<file path="config.mk">
export PLATFORM = sky130hd
export DESIGN_NAME = store_unit
export DESIGN_NICKNAME = d
export VERILOG_FILES = /design/src/rtl/store_pkg.sv /design/src/rtl/store_align.sv /design/src/rtl/store_unit.sv
export SDC_FILE = /design/constraint.sdc
export NUM_CORES = 1
export LEC_CHECK = 0
export BUFFER_PORTS_ARGS = -buffer_cell sky130_fd_sc_hd__clkbuf_2
export CORE_UTILIZATION = 47
export CTS_CLUSTER_DIAMETER = 60
export DETAILED_ROUTE_END_ITERATION = 12
export GPL_TIMING_DRIVEN = 0
export PLACE_DENSITY = 0.85
export SLEW_MARGIN = 15
export SYNTH_ARGS = -nofsm -noshare
export SYNTH_HDL_FRONTEND = slang
export SYNTH_SLANG_ARGS = --single-unit
</file>
<file path="constraint.sdc">
create_clock -name clk -period 1.8 [get_ports clk]
set_clock_uncertainty 0.05 [all_clocks]
set_input_delay 0 -clock clk [delete_from_list [all_inputs] [get_ports clk]]
set_output_delay 0 -clock clk [all_outputs]
set_load 0.05 [all_outputs]
</file>
<file path="src/rtl/store_pkg.sv">
// Shared constants and types for the store unit: funct3 store widths,
// FSM state encoding and the byte-enable width.
package store_pkg;

  localparam int unsigned XLEN_DEF = 32;
  localparam int unsigned BE_W     = XLEN_DEF / 8;

  localparam logic [2:0] F3_SB = 3'b000;
  localparam logic [2:0] F3_SH = 3'b001;
  localparam logic [2:0] F3_SW = 3'b010;

  typedef enum logic [1:0] {
    IDLE  = 2'd0,
    REQ   = 2'd1,
    RESP  = 2'd2,
    FAULT = 2'd3
  } state_t;

  function automatic logic is_legal_f3(input logic [2:0] f3);
    return (f3 == F3_SB) || (f3 == F3_SH) || (f3 == F3_SW);
  endfunction

endpackage

</file>
<file path="src/rtl/store_align.sv">
// Byte-lane steering for SB/SH/SW: byte enables, lane-shifted write data
// and the misalignment flag, all derived from the low address bits.
module store_align
  import store_pkg::*;
#(
  parameter int unsigned XLEN = XLEN_DEF
) (
  input  logic [1:0]        i_lane,
  input  logic [2:0]        i_funct3,
  input  logic [XLEN-1:0]   i_rs2,
  output logic [XLEN/8-1:0] o_be,
  output logic [XLEN-1:0]   o_wdata,
  output logic              o_misalign
);

  localparam int unsigned BE = XLEN / 8;

  // NOTE: every output gets a default first, so no path leaves a latch behind.
  always_comb begin
    o_be       = '0;
    o_wdata    = '0;
    o_misalign = 1'b0;
    case (i_funct3)
      F3_SB: begin
        o_be    = BE'(1) << i_lane;
        o_wdata = XLEN'(i_rs2[7:0]) << {i_lane, 3'b000};
      end
      F3_SH: begin
        o_be       = BE'(3) << i_lane;
        o_wdata    = XLEN'(i_rs2[15:0]) << {i_lane, 3'b000};
        o_misalign = i_lane[0];
      end
      F3_SW: begin
        o_be       = '1;
        o_wdata    = i_rs2;
        o_misalign = |i_lane;
      end
      default: ;
    endcase
  end

endmodule

</file>
<file path="src/rtl/store_unit.sv">
// S-type store execute stage: effective address, lane steering and a
// single-outstanding write port. Optional ack timeout under STORE_TIMEOUT_EN.
module store_unit
  import store_pkg::*;
#(
  parameter int unsigned XLEN    = XLEN_DEF,
  parameter int unsigned TIMEOUT = 16
) (
  input  logic              clk,
  input  logic              rst,
  input  logic              in_valid,
  output logic              in_ready,
  input  logic [6:0]        imm_S_MSB,
  input  logic [4:0]        imm_S_LSB,
  input  logic [2:0]        funct3,
  input  logic [XLEN-1:0]   rs1_data,
  input  logic [XLEN-1:0]   rs2_data,
  output logic              mem_req,
  output logic [XLEN-1:0]   mem_addr,
  output logic [XLEN-1:0]   mem_wdata,
  output logic [XLEN/8-1:0] mem_be,
  input  logic              mem_ack,
  output logic              done,
  output logic              misalign,
  output logic              illegal,
  output logic              bus_err
);

  state_t              r_state, w_next;
  logic [XLEN-1:0]     w_imm, w_ea, w_wdata;
  logic [XLEN/8-1:0]   w_be;
  logic                w_misalign, w_illegal, w_accept, w_expire;
  logic [XLEN-1:0]     r_addr, r_wdata;
  logic [XLEN/8-1:0]   r_be;
  logic                r_misalign, r_illegal;

  assign w_imm    = {{(XLEN-12){imm_S_MSB[6]}}, imm_S_MSB, imm_S_LSB};
  assign w_ea     = rs1_data + w_imm;
  assign w_illegal = !is_legal_f3(funct3);
  assign w_accept = (r_state == IDLE) && in_valid;

  store_align #(.XLEN(XLEN)) u_align (
    .i_lane     (w_ea[1:0]),
    .i_funct3   (funct3),
    .i_rs2      (rs2_data),
    .o_be       (w_be),
    .o_wdata    (w_wdata),
    .o_misalign (w_misalign)
  );

  // NOTE: sequential state uses non-blocking assignments so every flop samples pre-edge values.
  always_ff @(posedge clk or posedge rst) begin
    if (rst) r_state <= IDLE;
    else     r_state <= w_next;
  end

  always_ff @(posedge clk or posedge rst) begin
    if (rst) begin
      r_addr     <= '0;
      r_wdata    <= '0;
      r_be       <= '0;
      r_misalign <= 1'b0;
      r_illegal  <= 1'b0;
    end else if (w_accept) begin
      r_addr     <= {w_ea[XLEN-1:2], 2'b00};
      r_wdata    <= w_wdata;
      r_be       <= w_be;
      r_illegal  <= w_illegal;
      r_misalign <= !w_illegal && w_misalign;
    end
  end

`ifdef STORE_TIMEOUT_EN
  localparam int unsigned CNT_W = $clog2(TIMEOUT + 1);
  logic [CNT_W-1:0] r_cnt;
  logic             r_bus_err;

  assign w_expire = (r_state == REQ) && !mem_ack && (r_cnt == CNT_W'(TIMEOUT - 1));

  always_ff @(posedge clk or posedge rst) begin
    if (rst) begin
      r_cnt     <= '0;
      r_bus_err <= 1'b0;
    end else begin
      if (w_accept)                       r_cnt <= '0;
      else if (r_state == REQ && !mem_ack) r_cnt <= r_cnt + CNT_W'(1);
      if (w_accept)      r_bus_err <= 1'b0;
      else if (w_expire) r_bus_err <= 1'b1;
    end
  end

  assign bus_err = (r_state == FAULT) && r_bus_err;
`else
  logic w_unused_timeout;
  assign w_unused_timeout = ^TIMEOUT;
  assign w_expire         = 1'b0;
  assign bus_err          = 1'b0;
`endif

  always_comb begin
    w_next = r_state;
    case (r_state)
      IDLE: if (in_valid) w_next = (w_illegal || w_misalign) ? FAULT : REQ;
      REQ: begin
        // Ack on the expiry cycle still completes the store.
        if (mem_ack)       w_next = RESP;
        else if (w_expire) w_next = FAULT;
      end
      RESP:    w_next = IDLE;
      FAULT:   w_next = IDLE;
      default: w_next = IDLE;
    endcase
  end

  assign in_ready  = (r_state == IDLE) && !rst;
  assign mem_req   = (r_state == REQ);
  assign mem_addr  = r_addr;
  assign mem_wdata = r_wdata;
  assign mem_be    = r_be;
  assign done      = (r_state == RESP);
  assign misalign  = (r_state == FAULT) && r_misalign;
  assign illegal   = (r_state == FAULT) && r_illegal;

endmodule

</file>
==> results_dict.tcl <==
set metrics [dict create \
    multiInputGateArea_sq_um 3160 \
    critPathRequiredTime_ps 2000 \
    worst_pin_slew_ps 583 \
    ioPinCount 157 \
    clkLatencyLatePin_ps 360 \
    rsz0062_at_grt "yes" \
    regArea_sq_um 1750 \
    place_ws_ps -868 \
    synth-seq-cells 70 \
    maxSlewHeadroom 0.609 \
    cts_buffers 9 \
    avgRoutedWirePerCell_um 18.4 \
    fin_util 0.694 \
    max_freq_mhz 495 \
    antenna_found_initial 0 \
    drive_gt1_frac 0.320 \
    synth_cell_types 56 \
    rows 36 \
    p_per_area_nw_per_um2 1510 \
    synthArstFlopShare 1.00 \
    path_max_fanout 3 \
    diodes 0 \
    cts_root_buf "clkbuf_8" \
    dieArea_sq_um 10700 \
    netlist_instances 577 \
    grt_pass1_vias 5332 \
    synth_area_sq_um 4810 \
    vias 5639 \
    dpl.hpwl_um 11400 \
    end_kind "register" \
    dr.pass1.iters 5 \
    grt_pass1_wl_um 25500 \
    finalCritPeriodShare 1.12 \
    core_sq_um 9860 \
    drc 0 \
    drt-initial-drc-count 377 \
    ant_nets 0 \
    finalCriticalPeriod_ps 2020 \
    nFillCells 723 \
    track_usage 0.313 \
    setup_viol 5 \
    layout.nets 900 \
    drv_cap 0 \
    overflow 0 \
    cp_data_arrival_time_ps 2220 \
    place_congestion 0.985 \
    via_per_inst 6.11 \
    start_kind "input pin" \
    grt_max_degree 32 \
    die-width_um 103 \
    path_clk_slew_ps 80 \
    ys_seq_area_frac 0.364 \
    htreeDepth 3 \
    min_path_type "in -> reg" \
    die_y_um 103 \
    areaGrowthSynthToFinish_pct 42.2 \
    p_leak_nw 3.24 \
    final_max_slew_viol_count 0 \
    port_buffers 151 \
    hold_viol 0 \
    status "complete, but fails checks" \
    violations "negative setup slack" \
    synth-edff-count 0 \
    fin_ws_ps -219 \
    syn_avg_cell_area_sq_um 8.34 \
    ys_warn_count 0 \
    cts_tree "built" \
    cts.path.max_buffers 2 \
    start_util 0.488 \
    totalWireLength_um 17000 \
    clock-sinks 70 \
    synth-main-ff-cell "dfrtp_1" \
    crit_type "in -> reg" \
    peakVddDrop_mv 0.939 \
]
[state kept, by name (all words and copies together) (netlist names)]
signal / count
mem_wdata: 32
mem_addr: 30
mem_be: 4
r_state: 2
r_illegal: 1
r_misalign: 1
[repair_timing]
item | 4_1_cts | 5_1_grt
pin swaps | 10 | 16
hold buffers | 36 | 0
gates cloned | 0 | 0
gates resized for setup | 39 | 56
buffers inserted | 7 | 7
setup endpoints to repair | 69 | 63
hold endpoints to repair | 105 | 0
[synth_stat cells, drive strengths merged, types with 2 or more instances]
library cell,n,area [sq um]
and3,4,25.0
and2,3,18.8
nand2b,4,25.0
a221oi,17,149
a211oi,8,70.1
dfrtp,70,1750
nand4,9,56.3
a21boi,3,22.5
nor2b,2,12.5
a211o,3,26.3
a21oi,50,250
buf,9,48.8
nand3,11,55.1
xor2,13,114
o211ai,4,30.0
nand2,65,244
inv,9,33.8
ha,31,388
a22o,16,140
o31ai,4,30.0
xnor2,11,96.3
o21ai,57,289
a2111oi,2,17.5
o21bai,3,22.5
a21o,9,67.6
mux2i,4,40.0
nor2,73,274
nor3b,3,27.5
o21a,6,45.0
clkbuf,30,113
and3b,2,17.5
a31oi,5,31.3
a22oi,8,60.1
nor3,11,60.1
o311ai,3,26.3
o2111ai,2,17.5
[placed cells by master, fill, tap and decap left out, types with 16 or more instances in the layout]
cell	n
clkbuf_2	153
nor2_1	71
dfrtp_1	69
nand2_1	62
o21ai_0	47
a21oi_1	44
dlygate4sd3_1	36
ha_1	18
a22o_1	16
buf_4	16
[power by group]
part	total, mW	switching (mW)	internal (mW)	leakage [nW]
Clock	1.72	0.663	1.06	0.130
Sequential	2.75	0.473	2.28	0.878
Combinational	5.87	4.35	1.52	2.23
[worst paths after layout]
path                                         from                        end  slack [ps]  cells past startpoint
max reg2reg                r_state[1]$_DFFE_PP0P_   mem_wdata[9]$_DFFE_PP0P_          50                      6
min reg2reg                 mem_be[0]$_DFFE_PP0P_      mem_be[0]$_DFFE_PP0P_         440                      1
max                                  imm_S_LSB[0]   mem_addr[30]$_DFFE_PP0P_        -220                     10
min                                   rs1_data[4]    mem_addr[4]$_DFFE_PP0P_          90                      4
max in group asynchronous                     rst  mem_wdata[14]$_DFFE_PP0P_         980                      4
min in group asynchronous                     rst   mem_wdata[3]$_DFFE_PP0P_         190                      3
[per-layer routing]
layer / vias up / global-route usage / routed length [um]
met4: 0 / 0.192 / 1040
met2: 397 / 0.507 / 7980
met3: 100 / 0.0497 / 1530
li1: 2540 / - / -
met1: 2602 / 0.395 / 6450
met5: - / 0 / 0
[logic make-up after synthesis]
group | synth area share
buffers and inverters | 0.0405
adder cells (fa/ha/maj) | 0.0847
other | 0.000779
flip-flops | 0.364
AND/OR/NAND/NOR | 0.175
AO/OA/AOI/OAI | 0.283
multiplexers | 0.00832
XOR/XNOR | 0.0437
[final cells by class]
type                    count  share of cell area
well taps                 133              0.0243
inverters                   9             0.00549
multi-input cells         461               0.461
clock inverters             6              0.0196
repair buffers            203               0.191
flip-flops and latches     70               0.256
plain buffers              31              0.0234
clock buffers              10              0.0187
[metrics by stage]
stage | instances | total power [mW] | TNS, ps | area (sq um) | hold WS, ps
floorplan | 579 | 6.75 | -1170 | 4850 | 47.5
global placement | 863 | 8.07 | -25150 | 5770 | 164
detailed placement | 865 | 8.20 | -28080 | 5820 | 6.94
CTS | 916 | 10.1 | -858 | 6610 | 84.8
global route | 923 | 10.8 | -1490 | 6840 | 106
finish | 923 | 10.3 | -512 | 6840 | 86.4
[worst max-delay path, stage by stage]
cell	delay [ps]
buf_6	100
ha_4	150
fa_2	360
a211oi_4	260
o21bai_2	120
a211oi_2	300
o21ai_1	120
a21bo_2	230
or3b_1	350
a32o_1	220
(Power assumes the default switching activity.)
